## config.mk

```make
export PLATFORM = sky130hd
export DESIGN_NAME = fir_mac_sequencer
export DESIGN_NICKNAME = d
export VERILOG_FILES = /design/src/rtl/fir_mac_sequencer.sv
export SDC_FILE = /design/constraint.sdc
export NUM_CORES = 2
export LEC_CHECK = 0
export ABC_AREA = 1
export BUFFER_PORTS_ARGS = -buffer_cell sky130_fd_sc_hd__buf_4
export CAP_MARGIN = 20
export CORE_UTILIZATION = 45
export DETAILED_ROUTE_END_ITERATION = 10
export GPL_ROUTABILITY_DRIVEN = 0
export PLACE_DENSITY_LB_ADDON = 0.08
export SETUP_SLACK_MARGIN = 0.4
export SYNTH_ARGS = -nofsm -noshare
export SYNTH_HDL_FRONTEND = slang
export SYNTH_SLANG_ARGS = --single-unit
```

## constraint.sdc

```tcl
create_clock -name clk -period 5.5 [get_ports clk]
set_clock_uncertainty 0.2 [all_clocks]
set_input_delay 0.55 -clock clk [delete_from_list [all_inputs] [get_ports clk]]
set_output_delay 0.55 -clock clk [all_outputs]
set_load 0.02 [all_outputs]
```

## src/rtl/fir_mac_sequencer.sv

```systemverilog
// Sequencer for a direct-form FIR: one multiply-accumulate per cycle against an
// external coefficient/sample memory, with results handed off over valid/ready.
module fir_mac_sequencer #(
  parameter int ADDR_WIDTH      = 4,
  parameter int DATA_ADDR_WIDTH = 6,
  parameter int DATA_WIDTH      = 32,
  parameter int ACC_WIDTH       = 68,
  parameter int MEM_LATENCY     = 1
) (
  input  logic                       clk,
  input  logic                       rst_n,
  input  logic                       start,
  output logic [ADDR_WIDTH-1:0]      h_addr,
  output logic [DATA_ADDR_WIDTH-1:0] x_addr,
  output logic                       R_en,
  input  logic [DATA_WIDTH-1:0]      h_in,
  input  logic [DATA_WIDTH-1:0]      x_in,
  output logic [ACC_WIDTH-1:0]       y,
  output logic                       y_valid,
  input  logic                       y_ready,
  output logic                       busy,
  output logic                       done
);
  // Handshake: a result transfers on every rising edge where y_valid && y_ready;
  // once raised, y_valid and y stay stable until that transfer happens.
  localparam int PW = 2 * DATA_WIDTH;

  typedef enum logic [1:0] {IDLE, ISSUE, DRAIN, OUT} state_t;

  state_t                     state;
  logic [ADDR_WIDTH-1:0]      k;
  logic [DATA_ADDR_WIDTH-1:0] n;
  logic [2:0]                 dcnt;

  logic tag_v [0:MEM_LATENCY];
  logic tag_f [0:MEM_LATENCY];
  logic tag_z [0:MEM_LATENCY];

  logic                        prod_v;
  logic                        prod_f;
  logic signed [PW-1:0]        prod;
  logic signed [PW-1:0]        h_ext;
  logic signed [PW-1:0]        x_ext;
  logic signed [ACC_WIDTH-1:0] prod_ext;
  logic signed [ACC_WIDTH-1:0] acc;
  logic signed [ACC_WIDTH-1:0] acc_next;

  logic                       issue_go;
  logic [ADDR_WIDTH-1:0]      issue_k;
  logic [DATA_ADDR_WIDTH-1:0] issue_n;
  logic                       issue_zero;

  // Next tap to put on the memory bus, decided from the current state.
  always_comb begin
    issue_go = 1'b0;
    issue_k  = '0;
    issue_n  = n;
    case (state)
      IDLE: begin
        issue_go = start;
        issue_n  = '0;
      end
      ISSUE: begin
        issue_go = ~&k;
        issue_k  = k + ADDR_WIDTH'(1);
      end
      OUT: begin
        issue_go = y_ready & ~&n;
        issue_n  = n + DATA_ADDR_WIDTH'(1);
      end
      default: ;
    endcase
  end

  // Taps reaching back before x[0] would read wrapped samples; they are zeroed.
  assign issue_zero = 32'(issue_k) > 32'(issue_n);

  assign h_ext    = {{DATA_WIDTH{h_in[DATA_WIDTH-1]}}, h_in};
  assign x_ext    = {{DATA_WIDTH{x_in[DATA_WIDTH-1]}}, x_in};
  assign prod_ext = {{(ACC_WIDTH-PW){prod[PW-1]}}, prod};

  always_comb begin
    acc_next = acc;
    if (prod_v) acc_next = prod_f ? prod_ext : acc + prod_ext;
  end

  always_ff @(posedge clk or negedge rst_n) begin
    if (!rst_n) begin
      state   <= IDLE;
      k       <= '0;
      n       <= '0;
      dcnt    <= '0;
      h_addr  <= '0;
      x_addr  <= '0;
      R_en    <= 1'b0;
      y       <= '0;
      y_valid <= 1'b0;
      busy    <= 1'b0;
      done    <= 1'b0;
      prod_v  <= 1'b0;
      prod_f  <= 1'b0;
      prod    <= '0;
      acc     <= '0;
      for (int i = 0; i <= MEM_LATENCY; i++) begin
        tag_v[i] <= 1'b0;
        tag_f[i] <= 1'b0;
        tag_z[i] <= 1'b0;
      end
    end else begin
      done <= 1'b0;
      R_en <= issue_go;
      if (issue_go) begin
        h_addr <= issue_k;
        x_addr <= issue_n - DATA_ADDR_WIDTH'(issue_k);
        k      <= issue_k;
        n      <= issue_n;
      end

      // Tags travel alongside the memory read so they meet h_in/x_in.
      tag_v[0] <= issue_go;
      tag_f[0] <= (issue_k == '0);
      tag_z[0] <= issue_zero;
      for (int i = 1; i <= MEM_LATENCY; i++) begin
        tag_v[i] <= tag_v[i-1];
        tag_f[i] <= tag_f[i-1];
        tag_z[i] <= tag_z[i-1];
      end

      prod_v <= tag_v[MEM_LATENCY];
      prod_f <= tag_f[MEM_LATENCY];
      prod   <= tag_z[MEM_LATENCY] ? '0 : h_ext * x_ext;
      acc    <= acc_next;

      case (state)
        IDLE: begin
          if (start) begin
            state <= ISSUE;
            busy  <= 1'b1;
          end
        end
        ISSUE: begin
          if (&k) begin
            state <= DRAIN;
            dcnt  <= '0;
          end
        end
        DRAIN: begin
          // Last product folds in during the final drain cycle.
          if (dcnt == 3'(MEM_LATENCY)) begin
            state   <= OUT;
            y_valid <= 1'b1;
            y       <= acc_next;
          end else begin
            dcnt <= dcnt + 3'd1;
          end
        end
        OUT: begin
          if (y_ready) begin
            y_valid <= 1'b0;
            if (&n) begin
              state <= IDLE;
              busy  <= 1'b0;
              done  <= 1'b1;
            end else begin
              state <= ISSUE;
            end
          end
        end
        default: state <= IDLE;
      endcase
    end
  end
endmodule

```

* After elaboration in Yosys (flattened, before gate mapping)
Cells that the tools add are included. W data, S select, Z words.
Word-level totals: register bits 232, output and inout port bits 82, bits of input ports 68
Operators by class: reductions and logical operators 14, bitwise operators 1, magnitude comparators 1, equal/unequal tests 10, muxes and demuxes 25, $mul 1, $add $sub $neg 5
Operators by type and width (number):
- $mux W68 | 2
- $add A68 B64 Y68 | 1
- $mul A32 B32 Y64 | 1
- $mux W64 | 1
- $ne A2 B2 Y1 const B | 6
- $pmux W6 S2 | 1
- $reduce_and A4 Y1 | 3
- $mux W1 | 9
- $mux W2 | 4
- $pmux W2 S4 | 1
- $add A6 B1 Y6 const B | 1
- $gt A4 B6 Y1 | 1
- $mux W3 | 2
- $pmux W3 S2 | 1
- $reduce_and A3 Y1 | 2
- $reduce_and A6 Y1 | 1
- $reduce_bool A2 Y1 | 3
- $sub A6 B4 Y6 | 1
- $add A4 B1 Y4 const B | 1
- $eq A2 B2 Y1 const B | 2
- $logic_not A4 Y1 | 1
- $mux W4 | 1
- $pmux W1 S2 | 2
- $add A3 B1 Y3 const B | 1
- other kinds (7) | 8

* Depth between registers and ports, before layout
depth in word-level cells 4, mapped depth 30, gate-level depth less buffers 29

* Worst setup path before layout
Ideal clock, no wire load.
kind input port to flip-flop, start in h_in[31], end reg prod[53], setup slack -2104 ps, data required time 5168 ps, library setup time 132 ps, stages 27, buffers on the path 1, arrival time 7273 ps, cell sequence clkbuf_1 -> nand2_1 -> inv_1 -> fa_1 -> inv_1 -> fa_1 -> inv_1 -> fa_1 -> fa_1 -> inv_1 -> fa_1 -> inv_1 -> fa_1 -> inv_1 -> fa_1 -> inv_1 -> fa_1 -> ha_1 -> nand2_1 -> nor2_1 -> inv_1 -> nor2_1 -> nand2_1 -> nor4_1 -> a21oi_1 -> xor2_1 -> nor2_1
Between the ends: word-level cells in the longest chain between the ends 2
Ends and longest elaborated chain:
- start: declaration | RTL line 16 | input logic [DATA_WIDTH-1:0] h_in,
- $mul A32 B32 Y64 | RTL line 131 | prod <= tag_z[MEM_LATENCY] ? '0 : h_ext * x_ext;
- $mux W64 | RTL line 131
- end signal: assignment | RTL line 131
- end: declaration | RTL line 41 | logic signed [PW-1:0] prod;
No other way between the ends. A chain may end at the register's enable or synchronous reset.

* Worst setup path after layout
start in x_in[10], end reg prod[60]
Between the ends: word-level cells in the longest chain between the ends 2
Ends and longest elaborated chain:
- start: declaration | RTL line 17 | input logic [DATA_WIDTH-1:0] x_in,
- $mul A32 B32 Y64 | RTL line 131
- $mux W64 | RTL line 131
No other way between the ends.

==> results.md <==
* Area Overhead vs Synth at 26.24%
* Status: finished with violations
* TritonCTS Buffers at 25
* Die area at 117,400 sq um
* Syn Inst Count at 6,780
* DRC at 13
* CP max-delay cell: fa_2
* Initial antenna violation count at 1
* Commonest non-fill, non-tap cell in the layout: nand2_1
* Yosys warning count at 0
* GR Overflow Total at 0
* Io pins at 150
* EDFF count, synth at 0
* Main synth FF type: dfrtp_1
* Failing checks: design-rule violations, negative setup slack
* Die Width at 342.7 um
* Crit-path max cell delay at 570 ps
* Clock sinks at 232
* WS Path Type: input pin to register
* Fill count at 10,617
* Max Cap Viol at 0
* FF-to-FF End: y[64]
* Final period util at 122.2%
* Drt first-iter violations at 3,035
* GR Util All Layers at 28.87%
* Worst Setup End Kind: register
* CP max FO at 8
* Post-route setup slack at -1220 ps
* RR Startpoint: acc[0]
* TritonRoute pass-1 iters at 9
* Fin area at 65,940 sq um
* Fmax at 0.1488 GHz
* Unrepaired setup endpoints after global routing: yes
* CP Launch Type: input pin
* Tmin final at 6720 ps
* Crit path arrival time at 6990 ps
* Hold Path Sink: done
* Worst-margin pin slew at 1013 ps
* IO Port Bufs at 149
* DP Wirelength at 139,000 um
* Clk_lat worst skew at 570 ps
* First-pass GRT wire length at 263,900 um
* Largest net degree at the start of global routing at 120
* Core ar. at 114,700 sq um
* Global route hottest layer: met2
* Hold path start: y_ready
* Total wire length at 168,500 um
* Register bit total from synthesis at 232
* CTS max path bufs at 3
* Worst-path clk slew at 60 ps
* CTS tree: done
* FF-to-FF path depth at 19
* M2 GR Usage at 48.44%
* Rows at 124
* Via count at 44,869
* Die Height at 342.7 um
* Synth async-reset ratio at 100.0%
* # setup viols final at 53
* Slew margin rel. at 32.47%
* Library cells used by synthesis at 50
* Commonest non-fill, non-tap cells in the layout: nand2_1 (1,811), inv_1 (1,653), fa_1 (992), buf_4 (574), nor2_1 (318)
* Vias in the first global route at 46,895
* Mapped cell area at 52,240 sq um
* Final hold violation count at 0
* Mean post-synth cell area at 7.704 sq um
* DR vias/cell at 5.023
* ANT nets after route at 0
* Placed cell area at 60,330 sq um
* H-tree depth at 1
* Share of post-route cells with drive strength above 1 at 21.51%
* Initial core utilization at 45.56%
* Clock Root Buffer: clkbuf_16
* Final slew viol count at 0
* Min-Delay Path Depth at 3
* Worst R2R Setup Slack at 2230 ps
* WP data required at 5770 ps
* Met3 Track Usage GR at 2.837%
* Hold Crit Class: input pin to register
* Register area share after synthesis at 11.11%
* Nets at 8,819
* GRT met1 Usage at 40.19%
* Net count after synthesis at 8,196
* Average wire per standard cell at 18.87 um
-- per-layer routing --
layer	up-vias	wire (um)
li1	20879	-
met1	22369	73070
met2	1341	79690
met3	280	10180
met4	0	5602
met5	-	0
-- Yosys cell counts, drive strengths merged (3+ instances only) --
master / n / share of area, %
a21oi: 225 / 2.2
nor3: 29 / 0.31
xnor2: 31 / 0.52
nand2: 1951 / 14
nand4: 32 / 0.38
o21bai: 30 / 0.44
or2: 18 / 0.22
inv: 1760 / 13
a211oi: 5 / 0.072
o21ai: 186 / 1.9
fa: 1084 / 42
a31oi: 14 / 0.17
a21o: 24 / 0.34
xor2: 24 / 0.40
buf: 12 / 0.098
clkbuf: 231 / 1.7
nand3: 154 / 1.6
o211ai: 21 / 0.32
dfrtp: 232 / 11
a221oi: 3 / 0.050
nor2: 414 / 3.1
ha: 264 / 6.3
o21a: 7 / 0.10
nor4: 7 / 0.11
a21boi: 9 / 0.13
-- through the flow --
step / util (%) / hold slack (ps) / setup slack [ps] / std cells / setup TNS (ps)
3_5_place_dp: 52.62 / 135.8 / -2340 / 8750 / -94760
5_1_grt: 57.51 / 159.8 / -1419 / 8932 / -60720
2_1_floorplan: - / 54.41 / -1725 / 6780 / -49490
3_3_place_gp: 52.62 / 134.8 / -2346 / 8750 / -93110
4_1_cts: 55.81 / 117.1 / -1250 / 8875 / -49210
6_report: 57.51 / 137.6 / -1220 / 8932 / -52260
-- state kept, by name (all words and copies together), names as in the netlist --
name and count:
busy 1, y_valid 1, n 6, acc 68
state 2, y 68, k 4, prod_f 1
tag_z 2, x_addr 6, dcnt 3, prod_v 1
tag_f 2, tag_v 2, prod 64, done 1
-- kinds of logic after synthesis --
kind of cell               after synthesis  synth area share (%)
and+or+nand+nor                       2610                 19.87
buffers and inverters                 2005                 14.42
adders and majority gates             1348                 47.87
AOI/OAI and AO/OA                      530                 5.802
DFF                                    232                 11.11
xor gates and xnor gates                55                0.9222
-- cell type report --
class | count | area, sq um | area share, %
Multi-Input combinational cell | 4543 | 42140 | 63.91
Timing Repair Buffer | 839 | 8620 | 13.07
Inverter | 1762 | 6649 | 10.08
Sequential cell | 232 | 5806 | 8.804
Tap cell | 1512 | 1892 | 2.869
Clock buffer | 33 | 695.7 | 1.055
Clock inverter | 10 | 136.4 | 0.2068
Antenna cell | 1 | 2.502 | 0.003795
-- how the worst max path moves through the flow --
stage	start	end	depth (start not counted)
after floorplan	h_in[31]	prod[60]	26
after global routing	x_in[10]	prod[36]	32
after detailed placement	h_in[31]	prod[54]	26
after global placement	h_in[31]	prod[48]	24
final	x_in[10]	prod[60]	32
after CTS	h_in[16]	prod[54]	28
-- critical path: cells and delay by family --
kind | cells | cell delay (ps)
fa+ha+maj | 9 | 4280
simple gates | 8 | 560
buf+inv | 13 | 1160
compound gates | 2 | 400
-- what timing repair did --
| action | in CTS | in global routing |
|---|---|---|
| endpoints found under the setup margin | 55 | 55 |
| gates cloned | 12 | 13 |
| hold endpoints to repair | 113 | 0 |
| hold buffers | 1 | 0 |
| pin swaps | 181 | 224 |
| buffers inserted | 69 | 43 |
| gates resized for setup | 517 | 352 |
Power is not shown: default switching activity piles up to over one toggle a cycle in this logic, so the estimate is an artifact.
